`src/rtl/window_shifter.sv`:
```
// Turns the K-row column stream from the line-buffer split stage into KxK stride-1
// sliding windows; the fill columns at the start of each row never produce a window.
module window_shifter #(
    parameter int unsigned DATA_WIDTH    = 32,
    parameter int unsigned KERNEL_LENGTH = 3,
    parameter int unsigned IMG_WIDTH     = 64
) (
    input  logic                                                      clk,
    input  logic                                                      rst,
    input  logic                                                      in_valid,
    output logic                                                      in_ready,
    input  logic [KERNEL_LENGTH-1:0][DATA_WIDTH-1:0]                  din,
    output logic                                                      out_valid,
    input  logic                                                      out_ready,
    output logic [KERNEL_LENGTH-1:0][KERNEL_LENGTH-1:0][DATA_WIDTH-1:0] window,
    output logic [$clog2(IMG_WIDTH)-1:0]                              out_col,
    output logic                                                      row_done
);

    localparam int unsigned CW = $clog2(IMG_WIDTH);
    localparam int unsigned HW = KERNEL_LENGTH - 1;

    typedef enum logic {
        FILL   = 1'b0,
        STREAM = 1'b1
    } state_t;

    state_t        state;
    state_t        state_nxt;
    logic [CW-1:0] col_cnt;
    logic [CW-1:0] col_cnt_nxt;
    logic          acc;
    logic          emit;
    logic          last;

    // Only the K-1 most recent columns need storing; the newest comes straight from din.
    logic [KERNEL_LENGTH-1:0][HW-1:0][DATA_WIDTH-1:0]            hist;
    logic [KERNEL_LENGTH-1:0][KERNEL_LENGTH-1:0][DATA_WIDTH-1:0] shifted_c;

    // A single output register: a new column may enter whenever the window slot frees up.
    assign in_ready = !out_valid || out_ready;
    assign acc      = in_valid && in_ready;

    // Window as it looks after the incoming column is shifted in.
    always_comb begin
        shifted_c = '0;
        for (int r = 0; r < int'(KERNEL_LENGTH); r++) begin
            for (int c = 0; c < int'(HW); c++) begin
                shifted_c[r][c] = hist[r][c];
            end
            shifted_c[r][HW] = din[r];
        end
    end

    // Next state, column counter and emit decision.
    always_comb begin
        state_nxt   = state;
        col_cnt_nxt = col_cnt;
        emit        = 1'b0;
        last        = 1'b0;
        if (acc) begin
            col_cnt_nxt = (col_cnt == CW'(IMG_WIDTH - 1)) ? '0 : col_cnt + CW'(1);
            case (state)
                FILL: begin
                    if (col_cnt == CW'(KERNEL_LENGTH - 2)) begin
                        state_nxt = STREAM;
                    end
                end
                STREAM: begin
                    emit = 1'b1;
                    if (col_cnt == CW'(IMG_WIDTH - 1)) begin
                        last      = 1'b1;
                        state_nxt = FILL;
                    end
                end
                default: state_nxt = FILL;
            endcase
        end
    end

    // State, counter and column history.
    always_ff @(posedge clk or negedge rst) begin
        if (!rst) begin
            state   <= FILL;
            col_cnt <= '0;
            hist    <= '0;
        end else begin
            state   <= state_nxt;
            col_cnt <= col_cnt_nxt;
            if (acc) begin
                for (int r = 0; r < int'(KERNEL_LENGTH); r++) begin
                    for (int c = 0; c < int'(HW); c++) begin
                        hist[r][c] <= shifted_c[r][c+1];
                    end
                end
            end
        end
    end

    // Output slot: loads on emit, holds under backpressure, clears after handshake.
    always_ff @(posedge clk or negedge rst) begin
        if (!rst) begin
            out_valid <= 1'b0;
            window    <= '0;
            out_col   <= '0;
            row_done  <= 1'b0;
        end else if (emit) begin
            out_valid <= 1'b1;
            window    <= shifted_c;
            out_col   <= col_cnt - CW'(KERNEL_LENGTH - 1);
            row_done  <= last;
        end else if (out_valid && out_ready) begin
            out_valid <= 1'b0;
            row_done  <= 1'b0;
        end
    end

endmodule

```
`config.mk`:
```
export PLATFORM = sky130hd
export DESIGN_NAME = window_shifter
export DESIGN_NICKNAME = d
export VERILOG_FILES = /design/src/rtl/window_shifter.sv
export SDC_FILE = /design/constraint.sdc
export NUM_CORES = 1
export LEC_CHECK = 0
export CELL_PAD_IN_SITES_DETAIL_PLACEMENT = 0
export CELL_PAD_IN_SITES_GLOBAL_PLACEMENT = 2
export CORE_UTILIZATION = 31
export DETAILED_ROUTE_END_ITERATION = 6
export DONT_BUFFER_PORTS = 1
export PLACE_DENSITY_LB_ADDON = 0.1
export SETUP_SLACK_MARGIN = 0.15
export SLEW_MARGIN = 20
export SYNTH_ARGS = -nofsm -noshare
export SYNTH_HDL_FRONTEND = slang
export SYNTH_SLANG_ARGS = --single-unit
```
`constraint.sdc`:
```
create_clock -name clk -period 1.4 [get_ports clk]
set_input_delay 0.35 -clock clk [delete_from_list [all_inputs] [get_ports clk]]
set_output_delay 0.35 -clock clk [all_outputs]
set_load 0.01 [all_outputs]
```
==> flow_summary.ini <==
[timing]
worst_pin_slew_ns = 2.49
fmax_mhz = 611
setup_ws_ns = -0.238
setup_viol_count_final = 562
fin_crit_sh_pct = 117
fin_hold_ws_ns = -0.549
fin_tns_setup_ns = -61.76
fin_crit_ns = 1.64
final_max_slew_viol_count = 256
grt_setup_unrepaired = true
slew_headroom_pct = -66.2
hold_viol = 434
fin_skew_ns = 0.0162

[placed_design]
gp_congestion = 0.736
port_buffers = 0
dp_hpwl_mm = 33.1
dpl.cell_count = 2821

[synthesis]
synthesis.nets = 2208
synth_top_area_share_pct = 65.8
synth-main-ff-cell = dfrtp_1
synth_cell_types = 27
synth_top_family_by_area = simple AND/OR/NAND/NOR gates
synth.largest_area_cell = dfrtp_1
yosys_warnings = 0
synthMostInstantiatedCell = nand2_1
synth_fa_ha_area_share_pct = 0.266
async_flop_share_pct = 100
synthMuxAreaShare_pct = 0
ys_top_cells_by_area = dfrtp_1 66%, nand2_1 29%, buf_2 1.6%
synth_seq_cells = 495
synth_area_um2 = 18800
synth_xor_area_share_pct = 0.233
yosysSeqAreaShare_pct = 65.8
synth_compound_gate_area_share_pct = 0.465
yosys.area_share.simple_pct = 29.5
syn_inst = 2104
synth_common_cells = 1454 x nand2_1, 495 x dfrtp_1, 59 x buf_2
syn_avg_cell_area_um2 = 8.95
synth_edf_count = 0

[global_route]
busiest_layer = met2
grt_antenna_before_repair = 2
grtUsageMet2_pct = 28.0
use_met1_pct = 23.6
gr-total-overflow = 0
grt_pass1_wl_mm = 86.4
grt_pass1_vias = 13979
grt_usage_pct = 17.8
grt_max_degree = 496
grt_use_met3_pct = 5.79

[setup_path]
cp_slowest_cell = dfrtp_1
rr_endpoint = window[199]$_DFFE_PN0P_
r2r_setup_slack_ns = -0.19
max_stage_delay_ns = 0.34
cp-start-kind = register
r2r-start = out_valid$_DFFE_PN0P_
r2r_cells = 10
crit_path_end_kind = primary output
critPathTopFamily = flip-flops
required_ns = 1.05
crit_chain = nor2b_4, inv_4, buf_6
cp.arrival_ns = 1.29
crit_buf_inv = 2
worst-setup-path-type = register to primary output
cp_max_fo = 2

[floorplan]
ioPinCount = 397
die_area_um2 = 61700
row_count = 89
start_util_pct = 31.6
die_w_um = 248
fp.dieH_um = 248
core_area_um2 = 59600

[clock_network]
clock_path_buffers = 3
cts_buffers = 57
root_buffer = clkbuf_16
htree_num_levels = 2
hold_buffers = 98
cts_tree = built
clk_pin_slew_worst_paths_ns = 0.06
clock-sinks = 495
clock_latency_ns = 0.60

[routing]
drtAntennaViolNets = 0
drc = 0
dr.pass1.iters = 5
num_vias = 13973
route.final.wire_length_mm = 60.4
post_drt_wl_per_cell_um = 19.4
first_iter_violations = 770
vias_per_cell = 4.49

[status]
violations = negative hold slack, max-slew violations, negative setup slack
status = finished with violations

[final_layout]
final_nets = 2395
finish.utilization_pct = 42.6
area.growth.synth_to_final_pct = 34.7
drive_above_1_share_pct = 18.3
fill_cells = 5920
ff_latch_area_um2 = 12500
fin_cells = 3109
multi_input_area_um2 = 6290

[power]
vdd_ir_drop_max_uv = 1020
power_leakage_uw = 0.0133
cellPowerDensity_nw_per_um2 = 1970

[min_path]
hp-class = input pin to async pin

[flow_run]
drv_cap = 0
-- logic make-up after synthesis --
logic type	Yosys count
xor gates and xnor gates	5
buffers and inverters	114
AOI/OAI and AO/OA	15
DFF	495
and+or+nand+nor	1471
adders and majority gates	4
-- metrics by stage --
step	cell area (µm²)	setup slack (ns)	power (µW)
global placement	20100	-0.0485	31900
floorplan	19000	0.0142	28700
finish	25400	-0.238	50100
global route	25400	-0.303	53000
CTS	23600	-0.281	49200
detailed placement	20100	-0.0660	32100
-- metal layers --
layer	wire length (µm)	vias to the layer above
li1	-	6767
met5	17	-
met4	1240	2
met2	27800	320
met1	27100	6799
met3	4170	85
-- how the worst max path moves through the flow --
stage,slack [ns],endpoint,startpoint,cells past startpoint
2_1_floorplan,0.01,hist[107]$_DFFE_PN0P_,out_valid$_DFFE_PN0P_,8
3_3_place_gp,-0.05,hist[110]$_DFFE_PN0P_,out_valid$_DFFE_PN0P_,6
3_5_place_dp,-0.07,hist[74]$_DFFE_PN0P_,out_valid$_DFFE_PN0P_,6
4_1_cts,-0.28,in_ready,out_valid$_DFFE_PN0P_,3
5_1_grt,-0.30,in_ready,out_valid$_DFFE_PN0P_,3
6_report,-0.24,in_ready,out_valid$_DFFE_PN0P_,3
-- area by class of cell --
cell class | count | share of cell area, %
Antenna cell | 1 | 0.00986
Clock buffer | 86 | 6.77
Clock inverter | 17 | 1.07
Inverter | 4 | 0.0690
Multi-Input combinational cell | 1497 | 24.8
Sequential cell | 495 | 49.2
Tap cell | 773 | 3.81
Timing Repair Buffer | 236 | 14.3
-- cell usage in the layout, fill, tap and decap left out, drive strengths merged, types with 2 or more instances in the layout --
cell type	instances
buf	104
a31oi	3
nor2	3
clkbuf	118
o21ai	7
and2	2
bufinv	7
ha	4
clkinvlp	3
a21oi	2
dfrtp	495
bufbuf	2
nor3	2
nand3	4
xnor2	4
dlygate4sd3	98
inv	5
a21o	2
nand2	1456
clkinv	6
-- repair_timing --
| action | 4_1_cts | 5_1_grt |
|---|---|---|
| endpoints found under the hold margin | 689 | 496 |
| gates resized for setup | 79 | 205 |
| pin swaps | 2 | 66 |
| gates cloned | 12 | 42 |
| buffers inserted | 10 | 22 |
| setup endpoints to repair | 783 | 791 |
-- registers in the layout, summed over array words and instances (netlist names) --
name and flops:
col_cnt 6, state 1, out_valid 1, out_col 6, window 288, hist 192, row_done 1
-- power by group --
part / switching [µW] / internal, µW / total (µW)
clock network: 6130 / 9700 / 15800
registers: 5980 / 19100 / 25100
logic: 4870 / 4240 / 9110
total: 17000 / 33100 / 50100
No activity file was read; power rests on OpenSTA's default activity.
